[src/rtl/serial_adder_if.sv]
// Request/result bundle for serial_adder. The ovf signal exists only when
// SERIAL_ADDER_OVF_EN is defined.
interface serial_adder_if #(parameter int WIDTH = 8);
  logic             start;
  logic [WIDTH-1:0] a;
  logic [WIDTH-1:0] b;
  logic             cin;
  logic             busy;
  logic             done;
  logic [WIDTH-1:0] sum;
  logic             cout;
`ifdef SERIAL_ADDER_OVF_EN
  logic             ovf;

  modport master (output start, a, b, cin, input busy, done, sum, cout, ovf);
  modport slave  (input start, a, b, cin, output busy, done, sum, cout, ovf);
`else
  modport master (output start, a, b, cin, input busy, done, sum, cout);
  modport slave  (input start, a, b, cin, output busy, done, sum, cout);
`endif
endinterface

[src/rtl/serial_adder.sv]
// Bit-serial ripple adder: one full-adder slice per clock, LSB first.
// Optional signed-overflow output enabled by SERIAL_ADDER_OVF_EN.
module serial_adder #(
  parameter int WIDTH = 8
) (
  input  logic           clk,
  input  logic           rst_n,
  serial_adder_if.slave  io
);
  localparam int CNT_W = $clog2(WIDTH + 1);

  typedef enum logic {IDLE, RUN} state_t;

  state_t             state_q, state_d;
  logic [WIDTH-1:0]   sh_a_q, sh_a_d;
  logic [WIDTH-1:0]   sh_b_q, sh_b_d;
  logic [WIDTH-1:0]   acc_q, acc_d;
  logic [WIDTH-1:0]   sum_q, sum_d;
  logic [CNT_W-1:0]   cnt_q, cnt_d;
  logic               carry_q, carry_d;
  logic               busy_q, busy_d;
  logic               done_q, done_d;
  logic               cout_q, cout_d;
`ifdef SERIAL_ADDER_OVF_EN
  logic               ovf_q, ovf_d;
`endif

  logic               bit_s, bit_c, last;

  // The single full-adder slice.
  assign bit_s = sh_a_q[0] ^ sh_b_q[0] ^ carry_q;
  assign bit_c = (sh_a_q[0] & sh_b_q[0]) | (sh_a_q[0] & carry_q) | (sh_b_q[0] & carry_q);
  assign last  = (state_q == RUN) && (cnt_q == CNT_W'(WIDTH - 1));

  always_ff @(posedge clk) begin
    if (!rst_n) begin
      state_q <= IDLE;
      sh_a_q  <= '0;
      sh_b_q  <= '0;
      acc_q   <= '0;
      sum_q   <= '0;
      cnt_q   <= '0;
      carry_q <= 1'b0;
      busy_q  <= 1'b0;
      done_q  <= 1'b0;
      cout_q  <= 1'b0;
`ifdef SERIAL_ADDER_OVF_EN
      ovf_q   <= 1'b0;
`endif
    end else begin
      state_q <= state_d;
      sh_a_q  <= sh_a_d;
      sh_b_q  <= sh_b_d;
      acc_q   <= acc_d;
      sum_q   <= sum_d;
      cnt_q   <= cnt_d;
      carry_q <= carry_d;
      busy_q  <= busy_d;
      done_q  <= done_d;
      cout_q  <= cout_d;
`ifdef SERIAL_ADDER_OVF_EN
      ovf_q   <= ovf_d;
`endif
    end
  end

  always_comb begin
    state_d = state_q;
    case (state_q)
      IDLE:    if (io.start) state_d = RUN;
      RUN:     if (last)     state_d = IDLE;
      default:               state_d = IDLE;
    endcase
  end

  // Start is only looked at in IDLE, so a request during RUN leaves no trace.
  always_comb begin
    sh_a_d  = sh_a_q;
    sh_b_d  = sh_b_q;
    acc_d   = acc_q;
    sum_d   = sum_q;
    cnt_d   = cnt_q;
    carry_d = carry_q;
    cout_d  = cout_q;
    done_d  = 1'b0;
`ifdef SERIAL_ADDER_OVF_EN
    ovf_d   = ovf_q;
`endif
    case (state_q)
      IDLE: begin
        if (io.start) begin
          sh_a_d  = io.a;
          sh_b_d  = io.b;
          carry_d = io.cin;
          cnt_d   = '0;
          acc_d   = '0;
        end
      end
      RUN: begin
        sh_a_d  = sh_a_q >> 1;
        sh_b_d  = sh_b_q >> 1;
        acc_d   = {bit_s, acc_q[WIDTH-1:1]};
        carry_d = bit_c;
        cnt_d   = cnt_q + CNT_W'(1);
        if (last) begin
          sum_d  = {bit_s, acc_q[WIDTH-1:1]};
          cout_d = bit_c;
          done_d = 1'b1;
`ifdef SERIAL_ADDER_OVF_EN
          // carry_q is the carry into the MSB slice on the last edge.
          ovf_d  = carry_q ^ bit_c;
`endif
        end
      end
      default: ;
    endcase
    busy_d = (state_d == RUN);
  end

  assign io.busy = busy_q;
  assign io.done = done_q;
  assign io.sum  = sum_q;
  assign io.cout = cout_q;
`ifdef SERIAL_ADDER_OVF_EN
  assign io.ovf  = ovf_q;
`endif

endmodule
[src/flat_wrapper.sv]
// flat-port wrapper written by rule: the top's interface ports become plain ports
module serial_adder_flat 
#(
  parameter int WIDTH = 8
)
  (clk, rst_n, io_start, io_a, io_b, io_cin, io_busy, io_done, io_sum, io_cout);
  serial_adder_if #(.WIDTH(WIDTH)) io_i ();
  input  logic clk;
  input  logic rst_n;
  input wire logic [$bits(io_i.start)-1:0] io_start;
  input wire logic [$bits(io_i.a)-1:0] io_a;
  input wire logic [$bits(io_i.b)-1:0] io_b;
  input wire logic [$bits(io_i.cin)-1:0] io_cin;
  output wire logic [$bits(io_i.busy)-1:0] io_busy;
  output wire logic [$bits(io_i.done)-1:0] io_done;
  output wire logic [$bits(io_i.sum)-1:0] io_sum;
  output wire logic [$bits(io_i.cout)-1:0] io_cout;
  assign io_i.start = io_start;
  assign io_i.a = io_a;
  assign io_i.b = io_b;
  assign io_i.cin = io_cin;
  assign io_busy = io_i.busy;
  assign io_done = io_i.done;
  assign io_sum = io_i.sum;
  assign io_cout = io_i.cout;
  serial_adder #(.WIDTH(WIDTH)) u_core (.clk(clk), .rst_n(rst_n), .io(io_i));
endmodule
[config.mk]
export PLATFORM = sky130hd
export DESIGN_NAME = serial_adder_flat
export DESIGN_NICKNAME = d
export VERILOG_FILES = /design/src/rtl/serial_adder_if.sv /design/src/rtl/serial_adder.sv /design/src/flat_wrapper.sv
export SDC_FILE = /design/constraint.sdc
export NUM_CORES = 1
export LEC_CHECK = 0
export BUFFER_PORTS_ARGS = -buffer_cell sky130_fd_sc_hd__buf_2
export CORE_ASPECT_RATIO = 1.5
export CORE_MARGIN = 2
export CORE_UTILIZATION = 54
export DETAILED_ROUTE_END_ITERATION = 10
export PLACE_DENSITY = 0.86
export SETUP_SLACK_MARGIN = 0.2
export SYNTH_ARGS = -nofsm -noshare
export SYNTH_HDL_FRONTEND = slang
export SYNTH_SLANG_ARGS = --single-unit
[constraint.sdc]
create_clock -name clk -period 1.72 [get_ports clk]
set_clock_uncertainty 0.15 [all_clocks]
set_input_delay 0.258 -clock clk [delete_from_list [all_inputs] [get_ports clk]]
set_output_delay 0.258 -clock clk [all_outputs]
set_load 0.005 [all_outputs]
* Word level (Yosys, flattened, before mapping)
Cells that the tools add are included.
** Cells by class
- Add/subtract/negate cells :: 1
- Equal/unequal tests :: 2
- Muxes and demuxes :: 14
- Bitwise logic cells :: 8
- Reduce and logical (&&, ||, !) cells :: 3
** Operator list (count)
- one-hot mux 8 bit (2 select lines) :: 3
- 2-to-1 mux 8 bit :: 3
- one-hot mux 4 bit (2 select lines) :: 1
- adder 4 x 1 -> 4 bit (second input constant) :: 1
- == test 4 x 3 -> 1 bit (second input constant) :: 1
- 2-to-1 mux 1 bit :: 4
- 2-to-1 mux 4 bit :: 1
- one-hot mux 1 bit (2 select lines) :: 2
- AND reduction 2 bit :: 2
- AND 1 bit :: 3
- inequality test 2 bit (second input constant) :: 1
- bitwise OR 1 bit :: 2
- bitwise XOR 1 bit :: 2
- logical AND 1 bit :: 1
- NOT 1 bit :: 1
** Storage, ports and cells
- Register bits :: 40
- Input bits :: 20

* Longest topological paths before layout
Gate-level depths: netlist of run 1.
- Depth in word-level cells :: 4
- Mapped depth :: 6
- Mapped depth without buffers :: 4

* Worst setup path after synthesis of run 1
No wires, ideal clock.
- Path kind :: register to register
- Start point :: register u_core.cnt_q[0]
- End point :: register u_core.sum_q[2], in the netlist u_core.io.sum[2]
- Setup time :: 0.134 ns
- Arrival time :: 0.990 ns
- Path slack :: 0.447 ns
- Cell stages (with the launch flop) :: 6
- Cells stage by stage :: dfxtp_1 ha_1 and4b_1 buf_2 nand2_1 a21oi_1
** On the way
- Word-level cells in the longest chain between the ends :: 3
** Ends and longest elaborated chain
- from (decl) :: line serial_adder.sv:19 : logic [CNT_W-1:0] cnt_q, cnt_d;
- from (signal assigned) :: line serial_adder.sv:56 : cnt_q <= cnt_d;
- == test 4 x 3 -> 1 bit :: line serial_adder.sv:33 : assign last = (state_q == RUN) && (cnt_q == CNT_W'(WIDTH - 1));
- logical AND 1 bit :: line serial_adder.sv:33
- AND reduction 2 bit (no source line)
- to (signal assigned) :: line serial_adder.sv:55 : sum_q <= sum_d;
- to (decl) :: line serial_adder.sv:18 : logic [WIDTH-1:0] sum_q, sum_d;
Every way passes these cells.
A chain may end at the register's enable or synchronous reset.

* Worst setup path in the final report of run 1
- Start point :: register u_core.cnt_q[0]
- End point :: register u_core.sum_q[7], in the netlist u_core.io.sum[7]
The elaborated chain is that of the path after synthesis.

==> results of run 1 <==
## cell type report
class	instances	area [µm²]	area share, %
Multi-Input combinational cell	132	805	41.5
Clock inverter	2	12.5	0.645
Sequential cell	39	782	40.3
Timing Repair Buffer	38	210	10.8
Clock buffer	6	72.6	3.74
Inverter	2	7.51	0.387
Tap cell	40	50.0	2.58
## flip-flops by register name, summed over array words and instances (netlist names)
name / flops
u_core.io.sum: 8
u_core.sh_a_q: 8
u_core.sh_b_q: 8
u_core.acc_q: 7
u_core.cnt_q: 4
u_core.carry_q: 1
u_core.io.busy: 1
u_core.io.cout: 1
u_core.io.done: 1
## logic make-up after synthesis
logic type	Yosys count	share of synthesized area, %
buf+inv	15	6.91
fa+ha+maj	2	1.91
simple gates	76	22.4
flops	39	45.9
mux	18	11.7
compound gates	36	11.3
## synth_stat cells
cell type  number  area share, %
mux2_2          6            4.0
nor2_2          1           0.37
clkinv_1        2           0.44
buf_12          2            2.4
mux2_1          9            6.0
buf_6           3            2.0
fa_1            1            1.2
nand4b_1        1           0.51
mux2i_1         3            1.8
a41oi_1         1           0.51
nand2_1        50             11
buf_2           5            1.5
and3_1          1           0.37
dfxtp_1        39             46
a21oi_1        33            9.7
ha_1            1           0.74
nor2_1         10            2.2
and2_1          1           0.37
nand3_1         1           0.29
and4b_1         1           0.59
nand2b_1        1           0.37
or2_1           1           0.37
clkbuf_1        3           0.66
a311oi_1        2            1.0
nor3b_2         8            5.9
## final timing paths
| kind | startpoint | endpoint |
|---|---|---|
| worst max-delay path | u_core.cnt_q[0] | u_core.io.sum[7] |
| worst min-delay path | io_a[7] | u_core.sh_a_q[7] |
| worst max register to register | u_core.cnt_q[0] | u_core.io.sum[7] |
| worst min register to register | u_core.acc_q[1] | u_core.io.sum[0] |
## power by group
part	switching, mW	total (mW)	internal [mW]
combinational	0.0861	0.165	0.0786
sequential	0.0214	0.954	0.933
clock	0.311	0.595	0.283
## per-layer routing
layer  wire length, µm  vias up
met5                 0        -
met3               137        5
li1                  -      689
met2              1580       27
met4                63        0
met1              1210      583
## critical path: cells and delay by family, from the launching register on
kind                     cells  cell delay [ns]
AO/OA/AOI/OAI                1             0.15
AND/OR/NAND/NOR              2             0.44
adder cells (fa/ha/maj)      1             0.22
flip-flops                   1             0.39
## what timing repair did
item                                    in CTS  in global routing
cloned                                       0                  0
endpoints found under the setup margin       1                  8
gates resized for setup                      1                  1
pin swaps                                    0                  0
==> reports/results.ini, run 1 <==
[run_status]
status = complete, no violations

[die]
rows = 25
pin_count = 31
die_width_um = 49.8
core-area_um2 = 3070
initial_core_util_pct = 55.5
die_area_um2 = 3630
die_h_um = 72.8

[placement]
gp_congestion = 0.780
dp_cells = 251
placed_area_um2 = 1850
dp_hpwl_mm = 2.17
dp_slack_ns = 0.204
portBuffers = 30

[route]
drtIter0Drc = 24
wl_per_cell_um = 11.6
routed_wl_mm = 2.99
first_pass_iters = 4
drc = 0
vias = 1304
via_per_inst = 5.03
antenna_left = 0

[worst_setup_path]
cp.arrival_ns = 1.48
rrSetupSlack_ns = 0.30
path_class = reg -> reg
cpPeakStageDelay_ns = 0.39
slowest_stage = dfxtp_1
startpoint_type = register
cp_max_fo = 9
cp-end-kind = register
path_cells = ha_1 > and4b_2 > nand2_1 > a21oi_1
cp_data_required_time_ns = 1.79
reg2regPathDepth = 4

[global_routing]
top_usage_layer = met2
use_met2_pct = 34.4
grt_use_met1_pct = 19.9
grt_max_degree = 21
grt_pass1_wl_mm = 5.30
antenna_found_initial = 0
grt_util_met3_pct = 5.94
grt_pass1_vias = 1236
grt_usage_pct = 19.1
grt.overflow.total = 0

[cts]
path_clk_slew_ns = 0.08
postCtsHoldBufs = 0
cts_tree = built
cts-root-buf = clkbuf_8
clockBufferDepth = 2
clk_latency_ns = 0.29
cts_buffers = 5
post_cts_buffers = 0
cts_sinks = 39
cts.htree.levels = 2

[synthesis]
yosys_warnings = 0
syn_area_um2 = 1700
avgSynthCellArea_um2 = 9.15
ys_ff_latch = 39
syn_nets = 208
yosysUniqueCellTypes = 25
ys_seq_area_share_pct = 45.9
synthCells = 186

[final_layout]
instances_no_fill = 259
mostFrequentLayoutCell = nand2_1
final.fill_count = 289
final_area_um2 = 1940
layout-drive-gt1-share_pct = 28.3
final_core_util_pct = 63.3
area_delta_synth_final_pct = 14.0
diodes = 0
nets = 240
layout_common_cells = nand2_1 (50), dfxtp_1 (38), a21oi_1 (33)

[sta]
drv_slew = 0
min_period_ns = 1.42
hold_violations = 0
relSlewSlack_pct = 70.2
holdWs_ns = 0.0569
tns_ns = 0
setup_viol = 0
fmax_mhz = 706
worst-slew-pin-transition_ns = 0.447
fin_crit_sh_pct = 82.3
rsz0062_at_grt = false
setup_slack_ns = 0.304

[pwr]
p_leak_nw = 0.792
power.density_nw_per_um2 = 884
irDropWorstVdd_uv = 723
finalPower_mw = 1.71

[worst_hold_path]
min_path_cells = 3
hold_class = in -> reg

[job]
drv_cap = 0

Note: power is estimated with default switching activity, not from simulation.
==> inputs of run 2 (changes only) <==
==> constraint.sdc (replaced) <==
create_clock -name clk -period 1.31 [get_ports clk]
set_clock_uncertainty 0.15 [all_clocks]
set_input_delay 0.1965 -clock clk [delete_from_list [all_inputs] [get_ports clk]]
set_output_delay 0.1965 -clock clk [all_outputs]
set_load 0.005 [all_outputs]
==> reports/results.ini, run 2 (synthesized netlist as in run 1, its figures left out) <==
[route]
drtIter0Drc = 54  ; was 24
drc = 0  ; unchanged
vias = 1583  ; was 1304
first_pass_iters = 4  ; unchanged
via_per_inst = 5.74  ; was 5.03
routed_wl_mm = 5.14  ; was 2.99 mm
wl_per_cell_um = 18.6  ; was 11.6 µm
antenna_left = 0  ; unchanged

[die]
die_h_um = 72.8  ; unchanged
pin_count = 31  ; unchanged
initial_core_util_pct = 55.5  ; unchanged
die_width_um = 49.8  ; unchanged
core-area_um2 = 3070  ; unchanged
die_area_um2 = 3630  ; unchanged
rows = 25  ; unchanged

[sta]
setup_viol = 2  ; was 0
holdWs_ns = 0.0537  ; was 0.0569 ns
fmax_mhz = 738  ; was 706 MHz
hold_violations = 0  ; unchanged
rsz0062_at_grt = true  ; was false
tns_ns = -0.0484  ; was 0 ns
fin_crit_sh_pct = 103  ; was 82.3%
relSlewSlack_pct = 75.7  ; was 70.2%
setup_slack_ns = -0.0454  ; was 0.304 ns
min_period_ns = 1.36  ; was 1.42 ns
drv_slew = 0  ; unchanged
worst-slew-pin-transition_ns = 0.364  ; was 0.447 ns

[final_layout]
final.fill_count = 177  ; was 289
nets = 257  ; was 240
instances_no_fill = 276  ; was 259
mostFrequentLayoutCell = nand2_1  ; unchanged
layout-drive-gt1-share_pct = 55.1  ; was 28.3%
area_delta_synth_final_pct = 51.2  ; was 14.0%
layout_common_cells = nand2_1 (34), buf_2 (28), dfxtp_1 (27)  ; was nand2_1 (50), dfxtp_1 (38), a21oi_1 (33)
diodes = 0  ; unchanged

[global_routing]
grt_max_degree = 34  ; was 21
antenna_found_initial = 0  ; unchanged
grt.overflow.total = 0  ; unchanged
grt_pass1_vias = 1502  ; was 1236
grt_usage_pct = 24.5  ; was 19.1%
grt_pass1_wl_mm = 6.70  ; was 5.30 mm

[placement]
dp_cells = 252  ; was 251
dp_hpwl_mm = 2.22  ; was 2.17 mm
dp_slack_ns = 0.00247  ; was 0.204 ns
portBuffers = 30  ; unchanged
gp_congestion = 0.730  ; was 0.780

[cts]
cts_tree = built  ; unchanged
cts-root-buf = clkbuf_8  ; unchanged
path_clk_slew_ns = 0.08  ; about the same
cts.htree.levels = 2  ; unchanged
clk_latency_ns = 0.30  ; was 0.29 ns
clockBufferDepth = 2  ; unchanged
cts_sinks = 39  ; unchanged
cts_buffers = 5  ; unchanged

[pwr]
p_sw_uw = 717  ; was 419 µW
irDropWorstVdd_uv = 1140  ; was 723 µV
power.density_nw_per_um2 = 1070  ; was 884 nW/µm²
p_leak_nw = 1.03  ; was 0.792 nW
p_int_mw = 2.04  ; was 1.29 mW
p_clk_share_pct = 37.1  ; was 34.7%
switching_share_pct = 26.0  ; was 24.4%
p_seq_share_pct = 45.7  ; was 55.7%
finalPower_mw = 2.75  ; was 1.71 mW
pwr-share-comb_pct = 17.2  ; was 9.6%

[run_status]
status = finished with violations  ; was complete, no violations
violations = setup timing

[job]
drv_cap = 0  ; unchanged

[worst_hold_path]
hold_class = in -> reg  ; unchanged

[worst_setup_path]
cp-end-kind = register  ; unchanged
cp_max_fo = 2  ; was 9
path_class = reg -> reg  ; unchanged
cp.arrival_ns = 1.44  ; was 1.48 ns
cp_data_required_time_ns = 1.40  ; was 1.79 ns
startpoint_type = register  ; unchanged

==> run 2: cell types whose count changed in the layout (fill, tap and decap cells not counted), sizes merged <==
cell and change:
and4b +1, clkinvlp -1, buf +12, clkinv +3
dlygate4sd3 +2, bufinv +1, clkbuf -1
==> run 2: repair_timing <==
action	CTS	global route
pin swaps	21	15
resized for setup	28	52
endpoints found under the setup margin	39	45
hold buffers	2	0
gates cloned	3	2
setup buffers	5	4
hold endpoints to repair	2	0
==> run 2: area by class of cell <==
class	count	area (µm²)	share of cell area, %
Clock buffer	5	68.8	2.68
Timing Repair Buffer	52	483	18.8
Timing Repair inverter	2	32.5	1.26
Multi-Input combinational cell	133	1080	41.8
Clock inverter	3	43.8	1.70
Sequential cell	39	798	31.0
Tap cell	40	50.0	1.95
Inverter	2	20.0	0.778
==> run 2: per-stage QoR <==
step	cell area, µm²	util, %
2_1_floorplan	1760	-
3_3_place_gp	1950	63.5
3_5_place_dp	1950	63.5
4_1_cts	2300	75.0
5_1_grt	2570	83.9
6_report	2570	83.9
==> run 2: power groups by stage <==
stage	Clock, mW	Sequential (mW)	Combinational [mW]
4_1_cts	1.00	1.25	0.344
3_3_place_gp	0	1.28	0.252
3_5_place_dp	0	1.28	0.255
6_report	1.02	1.26	0.473
5_1_grt	1.07	1.26	0.496
2_1_floorplan	0	1.27	0.198
==> run 2: path summary, 6_finish.rpt <==
check	start	to	slack (ns)	cells after the start
worst max-delay path	u_core.sh_a_q[0]	u_core.io.sum[7]	-0.05	3
worst max register to register	u_core.sh_a_q[0]	u_core.io.sum[7]	-0.05	3
worst min-delay path	rst_n	u_core.sh_b_q[7]	0.05	3
worst min register to register	u_core.sh_b_q[3]	u_core.sh_b_q[2]	0.31	2
==> run 2: critical path: stages (launching register included) <==
cell and delay, ns:
dfxtp_2 0.34, fa_2 0.59, nand2_1 0.07, a21oi_1 0.13
==> run 2: metal layers <==
| layer | vias up | global-route usage, % | routed length (µm) |
|---|---|---|---|
| met1 | 794 | 24.4 | 1880 |
| met4 | 0 | 10.5 | 103 |
| met3 | 12 | 5.94 | 174 |
| li1 | 728 | - | - |
| met2 | 49 | 47.3 | 2980 |
| met5 | - | 0 | 0 |
==> inputs of run 3 (changes only) <==
--- a/config.mk
+++ b/config.mk
@@ -5,12 +5,13 @@
 export SDC_FILE = /design/constraint.sdc
 export NUM_CORES = 1
 export LEC_CHECK = 0
-export BUFFER_PORTS_ARGS = -buffer_cell sky130_fd_sc_hd__buf_2
+export CAP_MARGIN = 5
 export CORE_ASPECT_RATIO = 1.5
 export CORE_MARGIN = 2
-export CORE_UTILIZATION = 54
+export CORE_UTILIZATION = 58
 export DETAILED_ROUTE_END_ITERATION = 10
-export PLACE_DENSITY = 0.86
+export DONT_BUFFER_PORTS = 1
+export PLACE_DENSITY = 0.82
 export SETUP_SLACK_MARGIN = 0.2
 export SYNTH_ARGS = -nofsm -noshare
 export SYNTH_HDL_FRONTEND = slang
==> reports/results.ini, run 3 (synthesized netlist as in run 1, its figures left out) <==
[run_status]
status = finished with violations  ; unchanged
violations = hold timing  ; was setup timing

[route]
first_pass_iters = 4  ; unchanged
antenna_left = 0  ; unchanged
drc = 0  ; unchanged
vias = 1320  ; was 1583
drtIter0Drc = 42  ; was 54
wl_per_cell_um = 15.3  ; was 18.6 µm
via_per_inst = 5.59  ; was 5.74
routed_wl_mm = 3.62  ; was 5.14 mm

[final_layout]
layout_common_cells = nand2_1 (42), dfxtp_1 (33), a21oi_1 (31)  ; was nand2_1 (34), buf_2 (28), dfxtp_1 (27)
diodes = 0  ; unchanged
mostFrequentLayoutCell = nand2_1  ; unchanged
area_delta_synth_final_pct = 19.6  ; was 51.2%
nets = 218  ; was 257
final_core_util_pct = 71.3  ; was 83.9%
layout-drive-gt1-share_pct = 33.5  ; was 55.1%
instances_no_fill = 236  ; was 276

[sta]
hold_violations = 3  ; was 0
worst-slew-pin-transition_ns = 0.388  ; was 0.364 ns
min_period_ns = 1.30  ; was 1.36 ns
fmax_mhz = 771  ; was 738 MHz
tns_ns = 0  ; was -0.0484 ns
setup_viol = 0  ; was 2
setup_slack_ns = 0.0131  ; was -0.0454 ns
rsz0062_at_grt = true  ; unchanged
relSlewSlack_pct = 74.0  ; was 75.7%
fin_crit_sh_pct = 99.0  ; was 103%
drv_slew = 0  ; unchanged
holdWs_ns = -0.0327  ; was 0.0537 ns

[global_routing]
antenna_found_initial = 0  ; unchanged
grt_pass1_wl_mm = 5.94  ; was 6.70 mm
grt_max_degree = 27  ; was 34
grt.overflow.total = 0  ; unchanged
grt_usage_pct = 24.1  ; was 24.5%
grt_pass1_vias = 1331  ; was 1502

[placement]
portBuffers = 0  ; was 30
dp_slack_ns = -0.0403  ; was 0.00247 ns
dp_cells = 222  ; was 252
gp_congestion = 0.738  ; was 0.730
dp_hpwl_mm = 2.29  ; was 2.22 mm

[worst_setup_path]
path_cells = fa_2 > nand2_1 > a21oi_1  ; unchanged
slowest_stage = fa_2  ; unchanged
cpPeakStageDelay_ns = 0.59  ; about the same
cp_data_required_time_ns = 1.39  ; was 1.40 ns
startpoint_type = register  ; unchanged
cp.arrival_ns = 1.38  ; was 1.44 ns
path_class = reg -> reg  ; unchanged
cp_max_fo = 2  ; unchanged
cp-end-kind = register  ; unchanged

[cts]
cts_buffers = 5  ; unchanged
cts-root-buf = clkbuf_8  ; unchanged
cts_tree = built  ; unchanged
clk_latency_ns = 0.30  ; about the same
cts_sinks = 39  ; unchanged
clockBufferDepth = 2  ; unchanged
cts.htree.levels = 2  ; unchanged
path_clk_slew_ns = 0.08  ; about the same

[die]
core-area_um2 = 2850  ; was 3070 µm²
die_width_um = 48.2  ; was 49.8 µm
rows = 24  ; was 25
die_h_um = 70.3  ; was 72.8 µm
pin_count = 31  ; unchanged
initial_core_util_pct = 59.6  ; was 55.5%
die_area_um2 = 3390  ; was 3630 µm²

[pwr]
p_leak_nw = 0.758  ; was 1.03 nW
finalPower_mw = 2.50  ; was 2.75 mW
power.density_nw_per_um2 = 1230  ; was 1070 nW/µm²
irDropWorstVdd_uv = 1350  ; was 1140 µV

[worst_hold_path]
hold_class = in -> reg  ; unchanged

[job]
drv_cap = 0  ; unchanged

-- run 3: what timing repair did --
item                       4_1_cts  5_1_grt
cloned                           1        0
pin swaps                        5        5
gates resized for setup          8       22
hold endpoints to repair        12        5
setup buffers                    1        0
setup endpoints to repair       37       39
hold buffers                     3        1
-- run 3: layout make-up --
class / count / area (µm²)
multi-input cells: 133 / 912
fillers: 215 / 818
flip-flops and latches: 39 / 791
repair buffers: 15 / 150
clock buffers: 5 / 68.8
well taps: 39 / 48.8
clock inverters: 3 / 43.8
inverters: 2 / 20.0
-- run 3: metrics by stage --
| step | hold slack [ns] | area [µm²] |
|---|---|---|
| CTS | -0.0924 | 1940 |
| detailed placement | 0.182 | 1760 |
| finish | -0.0327 | 2030 |
| global placement | 0.173 | 1760 |
| global route | 0.000397 | 2030 |
| floorplan | 0.168 | 1760 |
-- run 3: path summary, 6_finish.rpt --
path / slack [ns] / end / startpoint / cells after the start
setup reg to reg: 0.01 / u_core.io.sum[7] / u_core.carry_q / 3
hold reg to reg: 0.30 / u_core.io.sum[0] / u_core.acc_q[1] / 2
setup / recovery: 0.01 / u_core.io.sum[7] / u_core.carry_q / 3
hold / removal: -0.03 / u_core.acc_q[6] / io_start / 3
-- run 3: critical path: cells and delay by family, from the launching register on --
| kind | cells | cell delay [ns] |
|---|---|---|
| AO/OA/AOI/OAI | 1 | 0.11 |
| flip-flops | 1 | 0.34 |
| adder cells (fa/ha/maj) | 1 | 0.59 |
| AND/OR/NAND/NOR | 1 | 0.05 |
-- run 3: layer usage --
layer	track usage, %	wire length [µm]	vias up
li1	-	-	646
met1	28.8	1450	631
met2	37.4	1870	32
met3	8.27	207	11
met4	10.2	86	0
met5	0	0	-
-- run 3: report_power, final --
part	total, mW	switching, mW	internal [mW]
Clock	0.998	0.432	0.567
Sequential	1.26	0.0328	1.23
Combinational	0.243	0.117	0.126
